==> src/rtl/sapho_io_responder.sv <==
// Generic circular FIFO with binary pointers (one extra wrap bit) and registered storage.
// Latency: a word written at edge t is at the head from cycle t+1; head is combinational from storage.
// Backpressure: a push is taken when not full, or when full and a pop happens on the same edge.
module sapho_fifo #(
    parameter int W     = 32,
    parameter int DEPTH = 16
) (
    input  logic                       clk,
    input  logic                       rst,
    input  logic                       push_vld,
    input  logic [W-1:0]               push_dat,
    input  logic                       pop,
    output logic [W-1:0]               head_dat,
    output logic                       empty,
    output logic [$clog2(DEPTH):0]     level
);
    localparam int AW = $clog2(DEPTH);

    logic [W-1:0] mem_q [DEPTH];
    logic [AW:0]  wr_ptr_q, wr_ptr_d;
    logic [AW:0]  rd_ptr_q, rd_ptr_d;
    logic         full;
    logic         wr_en;
    logic         rd_en;

    always_comb begin
        empty    = (wr_ptr_q == rd_ptr_q);
        full     = (wr_ptr_q[AW] != rd_ptr_q[AW]) && (wr_ptr_q[AW-1:0] == rd_ptr_q[AW-1:0]);
        level    = wr_ptr_q - rd_ptr_q;
        head_dat = mem_q[rd_ptr_q[AW-1:0]];
        rd_en    = pop && !empty;
        wr_en    = push_vld && (!full || rd_en);
        wr_ptr_d = wr_en ? wr_ptr_q + 1'b1 : wr_ptr_q;
        rd_ptr_d = rd_en ? rd_ptr_q + 1'b1 : rd_ptr_q;
    end

    always_ff @(posedge clk) begin
        if (rst) begin
            wr_ptr_q <= '0;
            rd_ptr_q <= '0;
        end else begin
            wr_ptr_q <= wr_ptr_d;
            rd_ptr_q <= rd_ptr_d;
        end
    end

    // Storage needs no reset: contents are only observed through the pointers.
    always_ff @(posedge clk) begin
        if (wr_en) begin
            mem_q[wr_ptr_q[AW-1:0]] <= push_dat;
        end
    end
endmodule

// SAPHO I/O bus responder: streams words into the processor input port and captures its output writes.
// Latency: stream word visible on proc_io_in one cycle after acceptance; captured write on m_* one cycle later.
// Backpressure: s_ready drops when the input FIFO is full; output writes to a full FIFO are dropped and flagged.
module sapho_io_responder #(
    parameter int DATA_W    = 32,
    parameter int NUM_IN    = 2,
    parameter int NUM_OUT   = 5,
    parameter int IN_PORT   = 1,
    parameter int IN_DEPTH  = 16,
    parameter int OUT_DEPTH = 16
) (
    input  logic                          clk,
    input  logic                          rst,
    output logic [DATA_W-1:0]             proc_io_in,
    input  logic [NUM_IN-1:0]             proc_req_in,
    input  logic [DATA_W-1:0]             proc_io_out,
    input  logic [NUM_OUT-1:0]            proc_out_en,
    input  logic [DATA_W-1:0]             s_data,
    input  logic                          s_valid,
    output logic                          s_ready,
    output logic [DATA_W-1:0]             m_data,
    output logic [$clog2(NUM_OUT)-1:0]    m_port,
    output logic                          m_valid,
    input  logic                          m_ready,
    output logic [$clog2(IN_DEPTH):0]     in_level,
    input  logic                          clr_status,
    output logic                          underflow,
    output logic                          overflow,
    output logic                          proto_err
);
    localparam int PORT_W    = $clog2(NUM_OUT);
    localparam int IN_LVL_W  = $clog2(IN_DEPTH) + 1;
    localparam int OUT_LVL_W = $clog2(OUT_DEPTH) + 1;
    localparam int OUT_W     = PORT_W + DATA_W;

    logic                 req;
    logic                 in_push;
    logic                 in_pop;
    logic                 in_empty;
    logic [DATA_W-1:0]    in_head;

    logic                 out_one_hot;
    logic                 out_multi;
    logic                 out_full;
    logic                 out_push;
    logic                 out_pop;
    logic                 out_empty;
    logic [PORT_W-1:0]    wr_port;
    logic [OUT_W-1:0]     out_head;
    logic [OUT_LVL_W-1:0] out_level;

    logic                 underflow_q, underflow_d;
    logic                 overflow_q, overflow_d;
    logic                 proto_err_q, proto_err_d;
    logic                 unused_req;

    // Only one request bit belongs to this block; the rest address other responders.
    assign unused_req = ^proc_req_in;

    // Input side.
    always_comb begin
        req        = proc_req_in[IN_PORT];
        s_ready    = (in_level != IN_LVL_W'(IN_DEPTH));
        in_push    = s_valid && s_ready;
        in_pop     = req && !in_empty;
        proc_io_in = in_pop ? in_head : '0;
    end

    sapho_fifo #(
        .W     (DATA_W),
        .DEPTH (IN_DEPTH)
    ) u_in_fifo (
        .clk      (clk),
        .rst      (rst),
        .push_vld (in_push),
        .push_dat (s_data),
        .pop      (in_pop),
        .head_dat (in_head),
        .empty    (in_empty),
        .level    (in_level)
    );

    // Output side: decode the one-hot enable into a port index.
    always_comb begin
        out_one_hot = (|proc_out_en) && !(|(proc_out_en & (proc_out_en - NUM_OUT'(1))));
        out_multi   = (|proc_out_en) && !out_one_hot;
        wr_port     = '0;
        for (int i = 0; i < NUM_OUT; i++) begin
            if (proc_out_en[i]) begin
                wr_port = PORT_W'(i);
            end
        end
    end

    always_comb begin
        m_valid  = !out_empty;
        out_pop  = m_valid && m_ready;
        out_full = (out_level == OUT_LVL_W'(OUT_DEPTH));
        out_push = out_one_hot && (!out_full || out_pop);
        m_data   = m_valid ? out_head[DATA_W-1:0] : '0;
        m_port   = m_valid ? out_head[OUT_W-1:DATA_W] : '0;
    end

    sapho_fifo #(
        .W     (OUT_W),
        .DEPTH (OUT_DEPTH)
    ) u_out_fifo (
        .clk      (clk),
        .rst      (rst),
        .push_vld (out_push),
        .push_dat ({wr_port, proc_io_out}),
        .pop      (out_pop),
        .head_dat (out_head),
        .empty    (out_empty),
        .level    (out_level)
    );

    // Sticky flags: a fresh event on the clearing edge keeps the flag set.
    always_comb begin
        underflow_d = (underflow_q && !clr_status) || (req && in_empty);
        overflow_d  = (overflow_q && !clr_status) || (out_one_hot && !out_push);
        proto_err_d = (proto_err_q && !clr_status) || out_multi;
    end

    always_ff @(posedge clk) begin
        if (rst) begin
            underflow_q <= 1'b0;
            overflow_q  <= 1'b0;
            proto_err_q <= 1'b0;
        end else begin
            underflow_q <= underflow_d;
            overflow_q  <= overflow_d;
            proto_err_q <= proto_err_d;
        end
    end

    assign underflow = underflow_q;
    assign overflow  = overflow_q;
    assign proto_err = proto_err_q;
endmodule

==> config.mk <==
export PLATFORM = sky130hd
export DESIGN_NAME = sapho_io_responder
export DESIGN_NICKNAME = d
export VERILOG_FILES = /design/src/rtl/sapho_io_responder.sv
export SDC_FILE = /design/constraint.sdc
export NUM_CORES = 1
export LEC_CHECK = 0
export CAP_MARGIN = 0
export CELL_PAD_IN_SITES_DETAIL_PLACEMENT = 0
export CELL_PAD_IN_SITES_GLOBAL_PLACEMENT = 2
export CORE_MARGIN = 2
export CORE_UTILIZATION = 46
export CTS_BUF_LIST = sky130_fd_sc_hd__clkbuf_4
export DETAILED_ROUTE_END_ITERATION = 8
export GPL_ROUTABILITY_DRIVEN = 0
export PLACE_DENSITY_LB_ADDON = 0.1
export SLEW_MARGIN = 0
export SYNTH_ARGS = -nofsm -noshare
export SYNTH_HDL_FRONTEND = slang
export SYNTH_SLANG_ARGS = --single-unit
==> constraint.sdc <==
create_clock -name clk -period 4.1 [get_ports clk]
set_input_delay 0.41 -clock clk [delete_from_list [all_inputs] [get_ports clk]]
set_output_delay 0.41 -clock clk [all_outputs]
set_load 0.01 [all_outputs]
==> results.yml <==
worst_setup_path:
  worst-path-max-fanout: 13
  r2r-start: "u_in_fifo.wr_ptr_q[0]"
  worstPathArrival_ns: 3.49
  crit_required_ns: 3.69
  path_common_cell: "mux4_2"
  crit_path_end_kind: "primary output"
  cp_top_family: "multiplexers"
  path_buf_inv: 3
  r2r_cells: 10
  crit_slowest_cell: "mux4_2"
  max_stage_delay_ns: 0.52
  reg2reg_to: "u_in_fifo.mem_q[9][16]"
  path_class: "register to primary output"
  reg2reg_slack_ns: 0.75
  critPathLaunchType: "register"
  cp_cell_sequence: "buf_12 -> buf_16 -> mux4_2 -> mux4_2 -> nor2b_1 -> clkdlybuf4s50_1"
die:
  die_x_um: 308.3
  die_y_um: 308.3
  initial_core_util: 0.4647
  die-area_um2: 95040
  core_um2: 91660
  io-pin-count: 153
  fp-row-count: 111
hold_path:
  hp-start: "m_ready"
  hold_path_depth: 4
  hp-class: "primary input to register"
route:
  drc: 0
  route.vias.total: 20390
  wirelength_um: 97020
  drt_pass1_iterations: 5
  first_iter_violations: 1542
  antenna_left: 0
  viasPerCell: 5.526
  post_drt_wl_per_cell_um: 26.29
logic_synthesis:
  synth_top_family_by_area: "multiplexers"
  synth-seq-area-share: 0.7704
  avgSynthCellArea_um2: 23.64
  synth-xor-area-share: 0.003672
  syn-cell-area_um2: 42590
  ys_types: 47
  syn-instance-count: 1802
  ys_seq_elements: 1103
  muxShareOfSynthArea: 0.1784
  synthArstFlopShare: 0
  ys.flop_type: "edfxtp_1"
  synth_edf_count: 1072
  yosys_warnings: 0
  syn_nets: 1897
  synthAdderAreaFrac: 0.006022
  synth_compound_area_frac: 0.005053
  synth-simple-area-share: 0.02538
grt:
  grt_use_met3: 0.05854
  grt_max_degree: 45
  use_met1: 0.2507
  grt_pass1_vias: 22450
  track_usage: 0.2106
  antenna_found_initial: 10
  grt_overflow: 0
  grt_use_met2: 0.3726
  grt-busiest-layer: "met2"
  grt_pass1_wl_um: 142900
cells_and_area:
  fin_util: 0.5565
  fin_cells: 3690
  design_area_um2: 51010
  layout.nets: 2403
  final_layout_size_suffix_gt1_frac: 0.3913
  area_delta_synth_final_pct: 19.77
power_and_ir_drop:
  leakagePower_nw: 16.47
  peakVddDrop_mv: 0.2805
  power_density_nw_per_um2: 535.0
  p_total_mw: 27.29
cts:
  cts_made_buffers: 304
  clk_latency_ns: 1.13
  clock_path_buffers: 4
  path_clk_slew_ns: 0.06
  htree_levels: 5
  clock-root-buffer: "clkbuf_4"
  cts_tree: "done"
  cts_sinks: 1103
timing:
  tns_ns: 0
  setup_violations: 0
  holdWs_ns: 0.1535
  maxSlewHeadroom: 0.3190
  skew_ns: 0.09477
  hold_violations: 0
  fin_ws_ns: 0.1985
  fin_crit_sh: 0.9516
  fmax_mhz: 256.3
  drv_slew: 0
  worst_slew_pin_slew_ns: 1.018
  layout_min_cycle_time_ns: 3.901
status:
  outcome: "finished clean"
place:
  dpl.hpwl_um: 50570
  dpl_cell_area_um2: 46370
  dp_slack_ns: 0.5845
  placedCellCount: 3129
  io_buffers: 151
run:
  max_cap_violations: 0
layout by cell type (no fill, tap or decap), types with 3 or more instances in the layout:
cell type,n
buf_4,61
inv_2,5
dfxtp_2,4
dlygate4sd3_1,3
diode_2,7
clkinv_1,41
nand2b_1,7
dlymetal6s2s_1,9
xnor2_1,8
mux2_1,5
bufinv_16,5
buf_12,44
clkinv_2,5
nor2b_2,3
nor2b_1,77
nor3_1,3
nor2_1,32
o21ai_1,4
dfxtp_1,22
clkbuf_4,438
dlygate4sd2_1,28
xor2_1,8
dfxtp_4,5
inv_1,18
buf_16,20
ha_1,18
and3_2,27
nand4_1,7
a21oi_1,14
buf_6,5
nand2_1,8
edfxtp_1,1072
and2_2,3
mux4_2,334
clkdlybuf4s50_1,114
worst register-to-register path: cells and delay by family, from the launching register on:
| family | cells | cell delay (ns) |
|---|---|---|
| xor+xnor | 1 | 0.11 |
| flops | 1 | 0.37 |
| fa+ha+maj | 2 | 0.62 |
| simple gates | 3 | 1.30 |
| compound gates | 2 | 0.34 |
| buf+inv | 2 | 0.32 |
worst max path at each step:
stage	startpoint	to	slack [ns]	depth (start not counted)
5_1_grt	register	proc_io_in[30]	-0.002	8
6_report	register	proc_io_in[10]	0.20	6
3_5_place_dp	proc_out_en[1]	u_out_fifo.mem_q[4][20]	0.58	8
4_1_cts	register	m_data[21]	-0.05	7
2_1_floorplan	u_in_fifo.wr_ptr_q[0]	u_in_fifo.wr_ptr_q[4]	0.03	9
3_3_place_gp	proc_out_en[1]	u_out_fifo.mem_q[4][29]	0.64	8
synthesized netlist by cell type (2+ instances only):
library cell,number,area share
edfxtp_1,1072,0.76
mux4_2,334,0.18
nor2b_1,80,0.012
clkbuf_1,47,0.0041
nor2_1,33,0.0029
dfxtp_1,31,0.015
and3_1,27,0.0040
buf_2,21,0.0025
ha_1,18,0.0053
inv_1,18,0.0016
a21oi_1,14,0.0016
buf_4,11,0.0019
buf_1,8,0.00071
nand2_1,8,0.00071
xnor2_1,8,0.0016
xor2_1,8,0.0016
nand2b_1,7,0.0010
nand4_1,7,0.0010
and2_1,5,0.00073
mux2_1,5,0.0013
o21ai_1,5,0.00059
nor3_1,3,0.00035
a211oi_1,2,0.00035
mux2i_1,2,0.00047
nand3_1,2,0.00024
o21a_1,2,0.00035
o31ai_1,2,0.00035
o31ai_2,2,0.00059
or4_1,2,0.00035
power breakdown:
part           internal (mW)  switching [mW]  leakage [nW]
clock network           5.16            4.25          2.19
logic                   2.91            2.25          4.35
registers               12.6          0.0953          9.93
metal layers:
layer	vias up	routed length, um
met5	-	92
met4	12	1693
met3	143	5410
met2	581	52370
met1	10800	37450
li1	8854	-
logic make-up (layout without fill, tap and decap cells):
logic type / count (synthesis) / count (layout)
multiplexers: 341 / 341
buffers and inverters: 106 / 801
adder cells (fa/ha/maj): 20 / 20
flip-flops: 1103 / 1103
other: 0 / 7
XOR/XNOR: 17 / 17
AND/OR/NAND/NOR: 183 / 183
AO/OA/AOI/OAI: 32 / 32
layout make-up:
| cell class | count | area, um2 |
|---|---|---|
| Fill cell | 7026 | 40650 |
| Sequential cell | 1103 | 32840 |
| Multi-Input combinational cell | 593 | 9387 |
| Timing Repair Buffer | 288 | 3580 |
| Clock buffer | 438 | 3288 |
| Tap cell | 1186 | 1484 |
| Clock inverter | 57 | 355.3 |
| Inverter | 18 | 67.56 |
| Antenna cell | 7 | 17.52 |
registers in the layout, indices dropped and copies added (netlist names), named ones only:
register             flops
u_in_fifo.mem_q        512
u_in_fifo.wr_ptr_q       5
underflow                1
u_in_fifo.rd_ptr_q       5
overflow                 1
u_out_fifo.wr_ptr_q      5
u_out_fifo.mem_q       560
proto_err                1
u_out_fifo.rd_ptr_q      5
repair_timing:
item,CTS,global route
pin swaps,3,0
hold buffers,3,0
endpoints found under the hold margin,3,0
gates resized for setup,57,14
endpoints found under the setup margin,69,19
setup buffers,34,10
cloned,11,1
Power figures use the tool's default switching activity.
